## src/rtl/xfire_link_rx.sv

```systemverilog
// Receive deframer for the xfire byte link: sync hunt, length-prefixed payload, XOR checksum.
// Optional saturating frame statistics when XFIRE_LINK_RX_STATS_EN is defined.
module xfire_link_rx #(
    parameter logic [7:0] SYNC_BYTE = 8'hA5,
    parameter int         MAX_LEN   = 64,
    parameter int         TIMEOUT   = 256,
    parameter int         CNT_W     = 16
) (
    input  logic       clk,
    input  logic       arst,
    input  logic       srst,
    input  logic       enable,
    input  logic [7:0] in_data,
    input  logic       in_valid,
    output logic [7:0] out_data,
    output logic       out_valid,
    output logic       out_last,
    output logic       frame_ok,
    output logic       frame_err,
    output logic [1:0] err_code,
    output logic       busy
`ifdef XFIRE_LINK_RX_STATS_EN
    ,
    input  logic             stats_clr,
    output logic [CNT_W-1:0] ok_cnt,
    output logic [CNT_W-1:0] err_cnt
`endif
);

    localparam logic [1:0] HUNT    = 2'd0;
    localparam logic [1:0] LEN     = 2'd1;
    localparam logic [1:0] PAYLOAD = 2'd2;
    localparam logic [1:0] CHK     = 2'd3;

    localparam int          TW      = $clog2(TIMEOUT);
    localparam logic [TW-1:0] TMO_LAST = TW'(TIMEOUT - 1);
    localparam logic [7:0]  MAX_B   = 8'(MAX_LEN);

    if (MAX_LEN < 1 || MAX_LEN > 255) begin : g_bad_max_len
        $error("MAX_LEN out of range");
    end
    if (TIMEOUT < 2) begin : g_bad_timeout
        $error("TIMEOUT must be at least 2");
    end
    if (CNT_W < 1) begin : g_bad_cnt_w
        $error("CNT_W must be at least 1");
    end

    logic [1:0]    state_q, state_d;
    logic [7:0]    rem_q, rem_d;
    logic [7:0]    acc_q, acc_d;
    logic [TW-1:0] tmo_q, tmo_d;
    logic [7:0]    out_data_q, out_data_d;
    logic          out_valid_q, out_valid_d;
    logic          out_last_q, out_last_d;
    logic          frame_ok_q, frame_ok_d;
    logic          frame_err_q, frame_err_d;
    logic [1:0]    err_code_q, err_code_d;

    always_comb begin
        state_d     = state_q;
        rem_d       = rem_q;
        acc_d       = acc_q;
        tmo_d       = tmo_q;
        out_data_d  = out_data_q;
        err_code_d  = err_code_q;
        out_valid_d = 1'b0;
        out_last_d  = 1'b0;
        frame_ok_d  = 1'b0;
        frame_err_d = 1'b0;

        if (enable) begin
            if (in_valid) begin
                tmo_d = '0;
                case (state_q)
                    HUNT: if (in_data == SYNC_BYTE) state_d = LEN;
                    LEN: begin
                        if (in_data == 8'd0 || in_data > MAX_B) begin
                            frame_err_d = 1'b1;
                            err_code_d  = 2'd1;
                            state_d     = HUNT;
                        end else begin
                            rem_d   = in_data;
                            acc_d   = in_data;
                            state_d = PAYLOAD;
                        end
                    end
                    PAYLOAD: begin
                        out_data_d  = in_data;
                        out_valid_d = 1'b1;
                        acc_d       = acc_q ^ in_data;
                        rem_d       = rem_q - 8'd1;
                        if (rem_q == 8'd1) begin
                            out_last_d = 1'b1;
                            state_d    = CHK;
                        end
                    end
                    default: begin
                        if (in_data == acc_q) begin
                            frame_ok_d = 1'b1;
                        end else begin
                            frame_err_d = 1'b1;
                            err_code_d  = 2'd0;
                        end
                        state_d = HUNT;
                    end
                endcase
            end else if (state_q != HUNT) begin
                // Idle gap mid-frame: abort once TIMEOUT enabled idle cycles have elapsed.
                if (tmo_q == TMO_LAST) begin
                    tmo_d       = '0;
                    frame_err_d = 1'b1;
                    err_code_d  = 2'd2;
                    state_d     = HUNT;
                end else begin
                    tmo_d = tmo_q + TW'(1);
                end
            end
        end

        if (srst) begin
            state_d     = HUNT;
            rem_d       = '0;
            acc_d       = '0;
            tmo_d       = '0;
            out_data_d  = '0;
            out_valid_d = 1'b0;
            out_last_d  = 1'b0;
            frame_ok_d  = 1'b0;
            frame_err_d = 1'b0;
            err_code_d  = 2'd0;
        end
    end

    always_ff @(posedge clk or posedge arst) begin
        if (arst) begin
            state_q     <= HUNT;
            rem_q       <= '0;
            acc_q       <= '0;
            tmo_q       <= '0;
            out_data_q  <= '0;
            out_valid_q <= 1'b0;
            out_last_q  <= 1'b0;
            frame_ok_q  <= 1'b0;
            frame_err_q <= 1'b0;
            err_code_q  <= 2'd0;
        end else begin
            state_q     <= state_d;
            rem_q       <= rem_d;
            acc_q       <= acc_d;
            tmo_q       <= tmo_d;
            out_data_q  <= out_data_d;
            out_valid_q <= out_valid_d;
            out_last_q  <= out_last_d;
            frame_ok_q  <= frame_ok_d;
            frame_err_q <= frame_err_d;
            err_code_q  <= err_code_d;
        end
    end

    assign out_data  = out_data_q;
    assign out_valid = out_valid_q;
    assign out_last  = out_last_q;
    assign frame_ok  = frame_ok_q;
    assign frame_err = frame_err_q;
    assign err_code  = err_code_q;
    assign busy      = (state_q != HUNT);

`ifdef XFIRE_LINK_RX_STATS_EN
    logic [CNT_W-1:0] ok_cnt_q, ok_cnt_d;
    logic [CNT_W-1:0] err_cnt_q, err_cnt_d;

    // Counters step with the pulse they count; clear beats a same-cycle increment.
    always_comb begin
        ok_cnt_d  = ok_cnt_q;
        err_cnt_d = err_cnt_q;
        if (enable) begin
            if (stats_clr) begin
                ok_cnt_d  = '0;
                err_cnt_d = '0;
            end else begin
                if (frame_ok_d && ok_cnt_q != '1)   ok_cnt_d  = ok_cnt_q + CNT_W'(1);
                if (frame_err_d && err_cnt_q != '1) err_cnt_d = err_cnt_q + CNT_W'(1);
            end
        end
        if (srst) begin
            ok_cnt_d  = '0;
            err_cnt_d = '0;
        end
    end

    always_ff @(posedge clk or posedge arst) begin
        if (arst) begin
            ok_cnt_q  <= '0;
            err_cnt_q <= '0;
        end else begin
            ok_cnt_q  <= ok_cnt_d;
            err_cnt_q <= err_cnt_d;
        end
    end

    assign ok_cnt  = ok_cnt_q;
    assign err_cnt = err_cnt_q;
`endif

endmodule

```

## config.mk

```make
export PLATFORM = sky130hd
export DESIGN_NAME = xfire_link_rx
export DESIGN_NICKNAME = d
export VERILOG_FILES = /design/src/rtl/xfire_link_rx.sv
export SDC_FILE = /design/constraint.sdc
export NUM_CORES = 1
export LEC_CHECK = 0
export BUFFER_PORTS_ARGS = -buffer_cell sky130_fd_sc_hd__buf_2
export CORE_UTILIZATION = 45
export DETAILED_ROUTE_END_ITERATION = 7
export PLACE_DENSITY = 0.62
export SYNTH_ARGS = -nofsm -noshare
export SYNTH_HDL_FRONTEND = slang
export SYNTH_SLANG_ARGS = --single-unit
```

## constraint.sdc

```tcl
create_clock -name clk -period 1.9 [get_ports clk]
set_input_delay 0.19 -clock clk [delete_from_list [all_inputs] [get_ports clk]]
set_output_delay 0.19 -clock clk [all_outputs]
set_load 0.005 [all_outputs]
```

==> impl_table.tex <==
\begin{tabular}{lr}
\hline
Metric & Value \\
\hline
\multicolumn{2}{l}{\textbf{Yosys}} \\
Count of cell types in the netlist & 55 \\
Library cell with the largest summed area after synthesis & dfrtp\_1 \\
Number of nets in the synthesized netlist & roughly 280 \\
Synth Flop Type & dfrtp\_1 \\
Flip-flop and latch count after synthesis & 40 \\
EDFF count, synth & 0 \\
Async set or reset register ratio after synthesis & 1.00 \\
Warnings from Yosys & 0 \\
Share of Yosys cell area claimed by the top area cell type & 0.425 \\
Post-synthesis compound-gate area fraction & 0.218 \\
Post-synthesis share of cell area spent on xor and xnor gates & 0.0483 \\
Cells taking the most area after synthesis & dfrtp\_1 42\%, nand2\_1 4.8\%, o21ai\_0 4.5\% \\
Synth Area in Simple Gates & 0.237 \\
Post-Syn Instances & $\sim$260 \\
Main combinational cell family by area after synthesis & simple AND/OR/NAND/NOR gates \\
Synthesized cell area & 0.00236 mm² \\
Sequential fraction of the synthesis area & 0.425 \\
Mean instance size in the synthesized netlist & approximately 9.0 µm² \\
Adder-Cell Fraction of Synth Area & 0.0159 \\
Mux cell area share after synthesis & 0 \\
\multicolumn{2}{l}{\textbf{Placement}} \\
Count of input and output buffers & 27 \\
Cell total after placement & 357 \\
Worst setup timing slack at the placement stage & 0.163 ns \\
Routability Congestion & 0.829 \\
Detailed Place HPWL & 4060 µm \\
\multicolumn{2}{l}{\textbf{Worst setup path}} \\
Data arrival time of the worst path & 1.86 ns \\
Cells traversed along the worst timing path & nor3b\_2, o21ai\_2, o31a\_1, o21ai\_0, o21ai\_0 \\
Origin of the worst setup path & state\_q[1] \\
Launching point of the worst reg2reg path & state\_q[1] \\
Worst reg2reg endpoint & rem\_q[5] \\
CP endpoint kind & register \\
Most repeated library cell on the critical path & o21ai\_0 \\
Depth of the worst register-to-register path & 5 \\
Largest fanout on the critical path & 10 \\
Critical Path Slowest Stage Cell & dfrtp\_1 \\
Crit Path Class & reg -> reg \\
Endpoint of the worst setup timing path & rem\_q[5] \\
Largest stage delay on the critical path & 0.46 ns \\
Required time worst endpoint & 2.07 ns \\
Internal reg-to-reg setup slack & 0.20 ns \\
Launching element type of the critical path & register \\
\multicolumn{2}{l}{\textbf{Global route}} \\
Largest net degree at the start of global routing & between 40 and 50 \\
Wire length of the first global-routing pass & 9340 µm \\
Total congestion overflow & 0 \\
Global-route usage over all layers & 0.226 \\
Number of antenna violations at the first check in global routing & 0 \\
Via count of the first global-routing pass & 1,873 \\
\multicolumn{2}{l}{\textbf{Timing}} \\
RSZ-0062 raised after global routing & false \\
Final setup fails & 0 \\
Fin. Hold Viols & 0 \\
Total Neg Setup Slack & 0 ns \\
Final Skew & approximately 0.0045 ns \\
Shortest period the worst path allows & 1.70 ns \\
Achievable clock frequency & between 500 and 600 MHz \\
Setup slack after layout & 0.204 ns \\
Worst-case headroom to the max-slew limit & 0.658 \\
Worst-Margin Slew & 0.512 ns \\
Max-slew violation count & 0 \\
Final period utilization & 0.892 \\
\multicolumn{2}{l}{\textbf{Power and ir drop}} \\
Leakage power summed over all cells & about 1.2 nW \\
Worst IR Drop VDD & 322 µV \\
Power density normalized to cell area & 639 mW/mm² \\
Overall power & roughly 0.0017 W \\
\multicolumn{2}{l}{\textbf{Clock tree}} \\
Insertion delay to the later sink of the worst-skew pair & 0.29 ns \\
Clock root buffer master & clkbuf\_8 \\
Reg clk slew, reported paths & approximately 0.080 ns \\
TritonCTS Sinks & 40 \\
H-tree Lvls & 2 \\
Post-CTS setup-driven buffer insertion count & 0 \\
CTS tree & built \\
TritonCTS Buffers & 5 \\
Largest buffer count on any clock path & 2 \\
Number of hold buffers added after cts & 0 \\
\multicolumn{2}{l}{\textbf{Detailed routing}} \\
DR vias & 2,028 \\
Drt via density & 5.56 \\
Pre-antenna DRT Iters & 4 \\
Number of design-rule violations left by the first detailed-router iteration & roughly 80 \\
Post-route DRC & 0 \\
ANT nets after route & 0 \\
Routed Wire Length & approximately 5600 µm \\
Average routed wire per standard cell & 15.2 µm \\
\multicolumn{2}{l}{\textbf{Floorplanning}} \\
Top-level I/O count & 28 \\
Initial core utilization & 0.483 \\
Die footprint & 0.00553 mm² \\
Die height & 74.4 µm \\
Horizontal die dimension & around 74 µm \\
Placeable Area & 0.00488 mm² \\
FP Rows & 25 \\
\multicolumn{2}{l}{\textbf{Final layout}} \\
Fraction of layout instances using a drive strength above 1 & 0.225 \\
Number of nets at the end of the flow & approximately 310 \\
Antenna Cells & 0 \\
Filler Cell Count & 474 \\
Cell Count, Final, Fillers Out & 365 \\
Final design utilization & 0.557 \\
P\&R area growth vs syn & 15.4\% \\
Commonest non-fill, non-tap cell in the layout & dfrtp\_1 \\
Highest-count cells in the layout ignoring fill and taps & 39 x dfrtp\_1, 30 x nand2\_1, 27 x buf\_2 \\
\multicolumn{2}{l}{\textbf{Hold path}} \\
Class of the tightest hold or removal check & in -> async \\
\multicolumn{2}{l}{\textbf{Run}} \\
Max-Cap Viols & 0 \\
\multicolumn{2}{l}{\textbf{Outcome}} \\
Outcome & completed \\
\hline
\end{tabular}
-- flip-flops by register name (all words and copies together) (netlist names) --
register and count:
frame_ok 1, out_data 8, err_code 2, rem_q 8, out_valid 1, state_q 2
frame_err 1, acc_q 8, out_last 1, tmo_q 8
-- cell families after synthesis --
group | count (synthesis)
fa+ha+maj | 3
compound gates | 75
buf+inv | 27
xor+xnor | 13
simple gates | 104
flops | 40
-- metal layers --
| layer | part of all wire | vias to the layer above | global-route usage |
|---|---|---|---|
| met1 | 0.49 | 971 | 0.320 |
| met4 | 0.0086 | 0 | 0.0650 |
| li1 | - | 1013 | - |
| met2 | 0.46 | 40 | 0.349 |
| met5 | 0 | - | 0 |
| met3 | 0.041 | 4 | 0.0447 |
-- critical path, delay by kind of cell (launching register included) --
family / cells / cell delay (ns)
DFF: 1 / 0.46
AOI/OAI and AO/OA: 4 / 0.86
and+or+nand+nor: 1 / 0.26
-- report_power, final --
| part | internal (W) | total, W | switching [W] |
|---|---|---|---|
| clock network | 0.000390 | 0.000704 | 0.000314 |
| registers | 0.000856 | 0.000864 | 0.00000742 |
| logic | 0.0000609 | 0.000169 | 0.000108 |
-- through the flow --
step	hold WS, ns	instance area, µm²
final	0.0123	2720
after CTS	0.0350	2720
after floorplan	0.323	2360
after global placement	0.343	2610
after detailed placement	0.352	2610
after global routing	0.0741	2720
-- Yosys cell counts (2+ instances only) --
master	number
nor3b_1	2
dfrtp_1	40
nor3_1	12
a311oi_1	2
nand2_1	30
nand3_1	11
or3_1	4
nand4_1	4
a22o_1	8
and3_1	5
a21oi_1	17
nor2b_1	2
nor4b_1	2
clkbuf_2	2
buf_4	3
inv_1	11
xnor2_1	11
o31a_1	2
or4_1	2
buf_2	9
o21ai_0	21
nor4_1	2
nor2_1	18
o311ai_1	6
o21ai_2	3
ha_1	3
xor2_1	2
-- worst min path at each step --
stage	slack, ns	from	to
after floorplan	0.32	in_data[1]	out_data[1]
after detailed placement	0.35	arst	out_data[3]
final	0.01	arst	out_data[7]
after global placement	0.34	arst	out_data[3]
after CTS	0.04	arst	out_data[3]
after global routing	0.07	arst	out_data[3]
-- area by class of cell --
cell class	instances	area, µm²	area share
multi-input cells	195	1220	0.449
flip-flops and latches	40	1000	0.368
repair buffers	44	263	0.0966
well taps	67	83.8	0.0308
clock buffers	6	72.6	0.0267
inverters	11	41.3	0.0152
clock inverters	2	35.0	0.0129
-- timing repair --
action	in CTS	in global routing
gates resized for setup	0	1
endpoints found under the hold margin	0	0
endpoints found under the setup margin	0	4
No activity file was read; power rests on OpenSTA's default activity.
